### src/rtl/instr_fetch_if.sv
// Bundles the fetch stage's memory request/response channel, redirect input
// and decode-side handshake.
//
// Handshake semantics: a transfer happens on a rising clock edge where both
// valid and ready are high; valid never depends on ready from the same
// channel, and the payload is only meaningful while valid is high. The
// memory response channel has no ready, so a high imem_rsp_valid is always
// consumed.
interface instr_fetch_if #(
  parameter int width = 32
);
  logic             imem_req_valid;
  logic             imem_req_ready;
  logic [width-1:0] imem_req_addr;
  logic             imem_rsp_valid;
  logic [width-1:0] imem_rsp_data;
  logic             redirect_valid;
  logic [width-1:0] redirect_pc;
  logic [width-1:0] current_insrt;
  logic [width-1:0] insrt_pc;
  logic             insrt_valid;
  logic             insrt_ready;

  // Fetch stage side
  modport master (
    output imem_req_valid, imem_req_addr, current_insrt, insrt_pc, insrt_valid,
    input  imem_req_ready, imem_rsp_valid, imem_rsp_data, redirect_valid,
           redirect_pc, insrt_ready
  );

  // Memory / decode / execute side
  modport slave (
    input  imem_req_valid, imem_req_addr, current_insrt, insrt_pc, insrt_valid,
    output imem_req_ready, imem_rsp_valid, imem_rsp_data, redirect_valid,
           redirect_pc, insrt_ready
  );
endinterface

### src/rtl/instr_fetch.sv
// RV32I instruction fetch stage: PC generation, credit-limited word fetches,
// a 2-entry {insn, pc} queue feeding decode, and redirect flushing that drops
// responses to requests issued before the redirect.
module instr_fetch #(
  parameter int               width    = 32,
  parameter logic [width-1:0] RESET_PC = '0
) (
  input  logic           clk,
  input  logic           rst,
  instr_fetch_if.master  bus,
  output logic           dbg_state   // 0 = RUN, 1 = FLUSH
);

  typedef enum logic {RUN = 1'b0, FLUSH = 1'b1} state_t;

  state_t           state_q, state_n;
  logic [width-1:0] fetch_pc_q, fetch_pc_n;
  logic [1:0]       out_q, out_n;          // accepted requests awaiting a response
  logic [1:0]       stale_q, stale_n;      // responses still to be discarded
  logic [1:0]       qcount_q, qcount_n;
  logic [width-1:0] q_insn_q [2];
  logic [width-1:0] q_insn_n [2];
  logic [width-1:0] q_pc_q   [2];
  logic [width-1:0] q_pc_n   [2];
  logic [width-1:0] tag_q    [2];          // PC of each in-flight request, oldest first
  logic [width-1:0] tag_n    [2];

  logic       pop, req_valid, accept, rsp_ok, push, q_wr, t_wr;
  logic [2:0] credit;
  logic [1:0] out_after;

  assign bus.insrt_valid   = (qcount_q != 2'd0);
  assign bus.current_insrt = q_insn_q[0];
  assign bus.insrt_pc      = q_pc_q[0];
  assign bus.imem_req_addr = fetch_pc_q;
  assign bus.imem_req_valid = req_valid;
  assign dbg_state         = (state_q == FLUSH);

  // Handshake decode, credit check, and all next-state values.
  always_comb begin
    pop       = bus.insrt_valid && bus.insrt_ready;
    // In-flight plus queued words must leave room for every response.
    credit    = {1'b0, out_q} + {1'b0, qcount_q} - {2'b00, pop};
    req_valid = (state_q == RUN) && !bus.redirect_valid && (credit < 3'd2);
    accept    = req_valid && bus.imem_req_ready;
    // A response with nothing in flight is a protocol error and is ignored.
    rsp_ok    = bus.imem_rsp_valid && (out_q != 2'd0);
    push      = rsp_ok && (stale_q == 2'd0) && !bus.redirect_valid;
    out_after = out_q - {1'b0, rsp_ok};
    // Write slots: queue occupancy after the pop, tag occupancy after the response.
    q_wr      = (qcount_q != 2'd0) && !pop;
    t_wr      = (out_q != 2'd0) && !rsp_ok;

    state_n    = state_q;
    fetch_pc_n = fetch_pc_q;
    stale_n    = stale_q;
    out_n      = out_after + {1'b0, accept};
    qcount_n   = qcount_q;
    q_insn_n   = q_insn_q;
    q_pc_n     = q_pc_q;
    tag_n      = tag_q;

    // Tag FIFO follows every counted response, dropped or not.
    if (rsp_ok) begin
      tag_n[0] = tag_q[1];
    end
    if (accept) begin
      tag_n[t_wr] = fetch_pc_q;
    end

    if (bus.redirect_valid) begin
      // Everything still in flight (after this cycle's response) is now stale.
      stale_n    = out_after;
      state_n    = (out_after != 2'd0) ? FLUSH : RUN;
      fetch_pc_n = bus.redirect_pc & ~width'(3);
      qcount_n   = 2'd0;
    end else begin
      if (rsp_ok && (stale_q != 2'd0)) begin
        stale_n = stale_q - 2'd1;
        if ((state_q == FLUSH) && (stale_q == 2'd1)) begin
          state_n = RUN;
        end
      end
      if (accept) begin
        fetch_pc_n = fetch_pc_q + width'(4);
      end
      if (pop) begin
        q_insn_n[0] = q_insn_q[1];
        q_pc_n[0]   = q_pc_q[1];
      end
      if (push) begin
        q_insn_n[q_wr] = bus.imem_rsp_data;
        q_pc_n[q_wr]   = tag_q[0];
      end
      qcount_n = qcount_q + {1'b0, push} - {1'b0, pop};
    end
  end

  // State register; reset clears everything, including the queue payload.
  always_ff @(posedge clk or posedge rst) begin
    if (rst) begin
      state_q    <= RUN;
      fetch_pc_q <= RESET_PC;
      out_q      <= 2'd0;
      stale_q    <= 2'd0;
      qcount_q   <= 2'd0;
      for (int i = 0; i < 2; i++) begin
        q_insn_q[i] <= '0;
        q_pc_q[i]   <= '0;
        tag_q[i]    <= '0;
      end
    end else begin
      state_q    <= state_n;
      fetch_pc_q <= fetch_pc_n;
      out_q      <= out_n;
      stale_q    <= stale_n;
      qcount_q   <= qcount_n;
      q_insn_q   <= q_insn_n;
      q_pc_q     <= q_pc_n;
      tag_q      <= tag_n;
    end
  end

endmodule

### src/flat_wrapper.sv
// flat-port wrapper written by rule: the top's interface ports become plain ports
module instr_fetch_flat 
#(
  parameter int               width    = 32,
  parameter logic [width-1:0] RESET_PC = '0
)
  (clk, rst, dbg_state, bus_imem_req_valid, bus_imem_req_addr, bus_current_insrt, bus_insrt_pc, bus_insrt_valid, bus_imem_req_ready, bus_imem_rsp_valid, bus_imem_rsp_data, bus_redirect_valid, bus_redirect_pc, bus_insrt_ready);
  instr_fetch_if #(.width(width)) bus_i ();
  input  logic clk;
  input  logic rst;
  output logic dbg_state;
  output wire logic [$bits(bus_i.imem_req_valid)-1:0] bus_imem_req_valid;
  output wire logic [$bits(bus_i.imem_req_addr)-1:0] bus_imem_req_addr;
  output wire logic [$bits(bus_i.current_insrt)-1:0] bus_current_insrt;
  output wire logic [$bits(bus_i.insrt_pc)-1:0] bus_insrt_pc;
  output wire logic [$bits(bus_i.insrt_valid)-1:0] bus_insrt_valid;
  input wire logic [$bits(bus_i.imem_req_ready)-1:0] bus_imem_req_ready;
  input wire logic [$bits(bus_i.imem_rsp_valid)-1:0] bus_imem_rsp_valid;
  input wire logic [$bits(bus_i.imem_rsp_data)-1:0] bus_imem_rsp_data;
  input wire logic [$bits(bus_i.redirect_valid)-1:0] bus_redirect_valid;
  input wire logic [$bits(bus_i.redirect_pc)-1:0] bus_redirect_pc;
  input wire logic [$bits(bus_i.insrt_ready)-1:0] bus_insrt_ready;
  assign bus_imem_req_valid = bus_i.imem_req_valid;
  assign bus_imem_req_addr = bus_i.imem_req_addr;
  assign bus_current_insrt = bus_i.current_insrt;
  assign bus_insrt_pc = bus_i.insrt_pc;
  assign bus_insrt_valid = bus_i.insrt_valid;
  assign bus_i.imem_req_ready = bus_imem_req_ready;
  assign bus_i.imem_rsp_valid = bus_imem_rsp_valid;
  assign bus_i.imem_rsp_data = bus_imem_rsp_data;
  assign bus_i.redirect_valid = bus_redirect_valid;
  assign bus_i.redirect_pc = bus_redirect_pc;
  assign bus_i.insrt_ready = bus_insrt_ready;
  instr_fetch #(.width(width), .RESET_PC(RESET_PC)) u_core (.clk(clk), .rst(rst), .bus(bus_i), .dbg_state(dbg_state));
endmodule
### config.mk
export PLATFORM = sky130hd
export DESIGN_NAME = instr_fetch_flat
export DESIGN_NICKNAME = d
export VERILOG_FILES = /design/src/rtl/instr_fetch_if.sv /design/src/rtl/instr_fetch.sv /design/src/flat_wrapper.sv
export SDC_FILE = /design/constraint.sdc
export NUM_CORES = 1
export LEC_CHECK = 0
export BUFFER_PORTS_ARGS = -buffer_cell sky130_fd_sc_hd__clkbuf_2
export CAP_MARGIN = 25
export CORE_MARGIN = 5
export CORE_UTILIZATION = 61
export CTS_CLUSTER_SIZE = 14
export DETAILED_ROUTE_END_ITERATION = 6
export GPL_ROUTABILITY_DRIVEN = 0
export GPL_TIMING_DRIVEN = 0
export PLACE_DENSITY = 0.84
export SYNTH_ARGS = -nofsm -noshare
export SYNTH_HDL_FRONTEND = slang
export SYNTH_SLANG_ARGS = --single-unit
### constraint.sdc
create_clock -name clk -period 15.2 [get_ports clk]
set_input_delay 2.28 -clock clk [delete_from_list [all_inputs] [get_ports clk]]
set_output_delay 2.28 -clock clk [all_outputs]
set_load 0.1 [all_outputs]
==> impl_metrics.sql <==
INSERT INTO impl_metrics (metric_group, metric, value, unit) VALUES
('outcome', 'run_status', 'complete, no violations', ''),
('sta', 'fin_tns_setup', '0', 'ps'),
('synth', 'seq_area_frac_synth', '54.1', '%'),
('floorplan', 'floorplan.initialDensity', '61.3', '%'),
('floorplan', 'core_area', '17100', 'um2'),
('sta', 'finClkSkew', '8.92', 'ps'),
('pwr', 'p_seq_share', '32.7', '%'),
('worst_setup_path', 'critical_path_class', 'input pin to output pin', ''),
('sta', 'grt_setup_unrepaired', 'false', ''),
('synth', 'asyncSetResetFlopFracSynth', '100', '%'),
('grt', 'number_of_antenna_violations_at_the_first_check_in_global_routing', '0', ''),
('pwr', 'power.ir.vdd_worst', '181', 'uV'),
('synth', 'synth_area', '10500', 'um2'),
('sta', 'hold_slack', '488', 'ps'),
('sta', 'min_period', '6650', 'ps'),
('grt', 'global_route.usage.total', '25.7', '%'),
('floorplan', 'horiz_die_dim', '141', 'um'),
('drt', 'dr.pass1.iters', '7', ''),
('clocking', 'ctsHoldBuffers', '0', ''),
('worst_setup_path', 'cp-start-kind', 'input pin', ''),
('sta', 'final_max_slew_viol_count', '0', ''),
('drt', 'post_drt_via_cell_ratio', '5.77', ''),
('clocking', 'clock_slew_seen_by_the_registers_of_the_worst_setup_and_hold_paths', '60', 'ps'),
('sta', 'clock.fmax', '150', 'MHz'),
('hold_path', 'holdCritPathClass', 'flop to flop', ''),
('synth', 'yosys_warnings', '0', ''),
('drt', 'drt_first_iter_violations', '563', ''),
('placed_design', 'detailed_place_hpwl', '17.3', 'mm'),
('layout', 'postLayoutCoreUtil', '72.4', '%'),
('sta', 'report.final.setup_viol', '0', ''),
('layout', 'areaGrowthSynthToFinish', '18.0', '%'),
('grt', 'grt_first_pass_wirelength', '41.7', 'mm'),
('pwr', 'power-per-cell-area', '233', 'nW/um2'),
('pwr', 'power_switching_share', '48.0', '%'),
('worst_setup_path', 'worst-endpoint-arrival', '4370', 'ps'),
('clocking', 'post_cts_resized', '0', ''),
('layout', 'finalNetCount', '1209', ''),
('synth', 'synth_edf_count', '0', ''),
('floorplan', 'chip_height', '141', 'um'),
('clocking', 'post_cts_buffers', '0', ''),
('clocking', 'clock_insertion_delay_worst_skew', '500', 'ps'),
('clocking', 'cts_inserted_buffers', '24', ''),
('pwr', 'netSwitchingPower', '1.39', 'mW'),
('sta', 'timing_hold_violations_final', '0', ''),
('sta', 'slew_at_the_pin_closest_to_its_max_slew_limit', '934', 'ps'),
('clocking', 'htree_levels', '1', ''),
('synth', 'synth_cell_type_count', '57', ''),
('grt', 'largest_net_degree_at_the_start_of_global_routing', '134', ''),
('pwr', 'p_comb_share', '48.0', '%'),
('worst_setup_path', 'required', '12920', 'ps'),
('sta', 'layout_worst_path_cycle_share', '43.7', '%'),
('drt', 'drt-wirelength-per-cell', '18.5', 'um'),
('synth', 'post_synth.cell_area_avg', '11.2', 'um2'),
('clocking', 'clock-sinks', '227', ''),
('placed_design', 'io_buffer_count', '164', ''),
('drt', 'routed_wirelength', '25.3', 'mm'),
('floorplan', 'fp.dieArea', '19900', 'um2'),
('flow_run', 'max_cap_violations', '0', ''),
('synth', 'synth.ff_latch_count', '227', ''),
('drt', 'post-route-drc-count', '0', ''),
('layout', 'num_antenna_cells', '0', ''),
('pwr', 'clock_power_share', '19.3', '%'),
('layout', 'proportion_of_layout_cells_with_a_drive_suffix_above_1', '33.6', '%'),
('grt', 'grt_remaining_overflow', '0', ''),
('pwr', 'power_report.internal_total', '1.50', 'mW'),
('worst_setup_path', 'crit_fanout', '5', ''),
('drt', 'antenna_left', '0', ''),
('clocking', 'tritoncts', 'built', ''),
('worst_setup_path', 'critPathCaptureType', 'output pin', ''),
('drt', 'vias', '7900', ''),
('sta', 'slew_headroom', '37.3', '%'),
('grt', 'first_global_vias', '8118', ''),
('pwr', 'power_leakage', '6.22', 'nW'),
('floorplan', 'fp-row-count', '48', ''),
('clocking', 'clockBufferDepth', '3', ''),
('synth', 'postSynth.topFlopCell', 'dfrtp_1', ''),
('clocking', 'ctsRootBufferMaster', 'clkbuf_16', ''),
('synth', 'syn-instance-count', '938', ''),
('floorplan', 'ioPinCount', '169', '');
[cells in the mapped netlist, types with 14 or more instances]
master,n,area (um2)
o22ai_1,14,87.6
a22oi_1,51,383
buf_4,66,495
o21ai_0,73,365
mux2i_1,31,310
mux2_2,91,1020
nor2_1,50,188
nand3_1,16,80.1
a21oi_1,36,180
dfrtp_1,227,5680
nand2_1,43,161
clkbuf_1,32,120
inv_1,67,251
[critical path: stages]
cell and delay, ps:
clkbuf_2 160, xor2_1 170, nand2_1 80, fa_1 380
xnor2_1 190, nor4b_1 540, clkbuf_2 570
[layer usage]
metal,vias up,wire [um],global-route usage (%)
li1,3619,-,-
met1,3921,10500,35.3
met2,315,12400,42.5
met3,45,1850,4.41
met4,0,583,6.99
met5,-,0,0
[layout by cell type, fill, tap and decap left out, types with 6 or more instances in the layout]
| master | n |
|---|---|
| mux2i_1 | 31 |
| a221o_1 | 6 |
| o22ai_1 | 14 |
| nor2_1 | 50 |
| clkbuf_2 | 164 |
| nand3_1 | 16 |
| dfrtp_1 | 227 |
| a2bb2oi_1 | 13 |
| buf_6 | 6 |
| clkbuf_16 | 25 |
| buf_4 | 66 |
| o311ai_0 | 8 |
| ha_1 | 8 |
| a21oi_1 | 36 |
| a31oi_1 | 8 |
| mux2_2 | 91 |
| buf_2 | 10 |
| a22oi_1 | 51 |
| inv_1 | 66 |
| nand2_1 | 43 |
| xnor2_1 | 6 |
| nand4_1 | 6 |
| clkbuf_1 | 39 |
| o21ai_0 | 73 |
[state kept, by name, indices dropped and copies added, names as in the netlist]
| register | flops |
|---|---|
| u_core.bus.current_insrt | 32 |
| u_core.q_insn_q | 32 |
| u_core.qcount_q | 2 |
| u_core.out_q | 2 |
| u_core.q_pc_q | 32 |
| u_core.dbg_state | 1 |
| u_core.tag_q | 62 |
| u_core.bus.imem_req_addr | 30 |
| u_core.stale_q | 2 |
| u_core.bus.insrt_pc | 32 |
[logic make-up after synthesis]
| kind of cell | after synthesis | synth area share, % |
|---|---|---|
| XOR/XNOR | 9 | 0.751 |
| adder cells (fa/ha/maj) | 9 | 1.14 |
| other | 1 | 0.0357 |
| flip-flops | 227 | 54.1 |
| buffers and inverters | 187 | 9.60 |
| AND/OR/NAND/NOR | 154 | 7.65 |
| multiplexers | 125 | 13.0 |
| AO/OA/AOI/OAI | 226 | 13.7 |
[per-stage QoR]
| step | setup slack (ps) | instances | power, mW | area, um2 |
|---|---|---|---|---|
| 6_report | 8550 | 1368 | 2.89 | 12400 |
| 3_3_place_gp | 4310 | 1328 | 2.30 | 11600 |
| 5_1_grt | 8540 | 1368 | 3.02 | 12400 |
| 3_5_place_dp | 8640 | 1329 | 2.33 | 11600 |
| 4_1_cts | 8630 | 1368 | 2.90 | 12400 |
| 2_1_floorplan | 6700 | 939 | 2.10 | 10500 |
[power groups by stage]
| stage | Combinational, mW | Sequential [mW] | Clock [mW] |
|---|---|---|---|
| after floorplan | 1.10 | 1.00 | 0 |
| after global placement | 1.36 | 0.940 | 0 |
| after detailed placement | 1.38 | 0.951 | 0 |
| after CTS | 1.39 | 0.943 | 0.566 |
| after global routing | 1.46 | 0.971 | 0.591 |
| final | 1.39 | 0.945 | 0.559 |
[worst paths after layout]
| kind | startpoint | to | slack [ps] | cells past startpoint |
|---|---|---|---|---|
| max | bus_insrt_ready | bus_imem_req_valid | 8550 | 7 |
| min | u_core.q_pc_q[21]$_DFFE_PP0P_ | u_core.q_pc_q[21]$_DFFE_PP0P_ | 490 | 1 |
| max reg2reg | u_core.qcount_q[1]$_DFF_PP0_ | u_core.tag_q[14]$_DFFE_PP0P_ | 11840 | 11 |
| min reg2reg | u_core.q_pc_q[21]$_DFFE_PP0P_ | u_core.q_pc_q[21]$_DFFE_PP0P_ | 490 | 1 |
| max in group asynchronous | rst | u_core.tag_q[6]$_DFFE_PP0P_ | 12240 | 3 |
| min in group asynchronous | rst | u_core.bus.current_insrt[6]$_DFFE_PP0N_ | 1880 | 2 |
[final cells by class]
class                           instances  area, um2
Sequential cell                       227       5680
Fill cell                            1230       4730
Multi-Input combinational cell        525       3810
Timing Repair Buffer                  165        848
Buffer                                119        752
Clock buffer                           36        707
Tap cell                              225        282
Inverter                               68        263
Clock inverter                          3       40.0
Power figures use the tool's default switching activity.
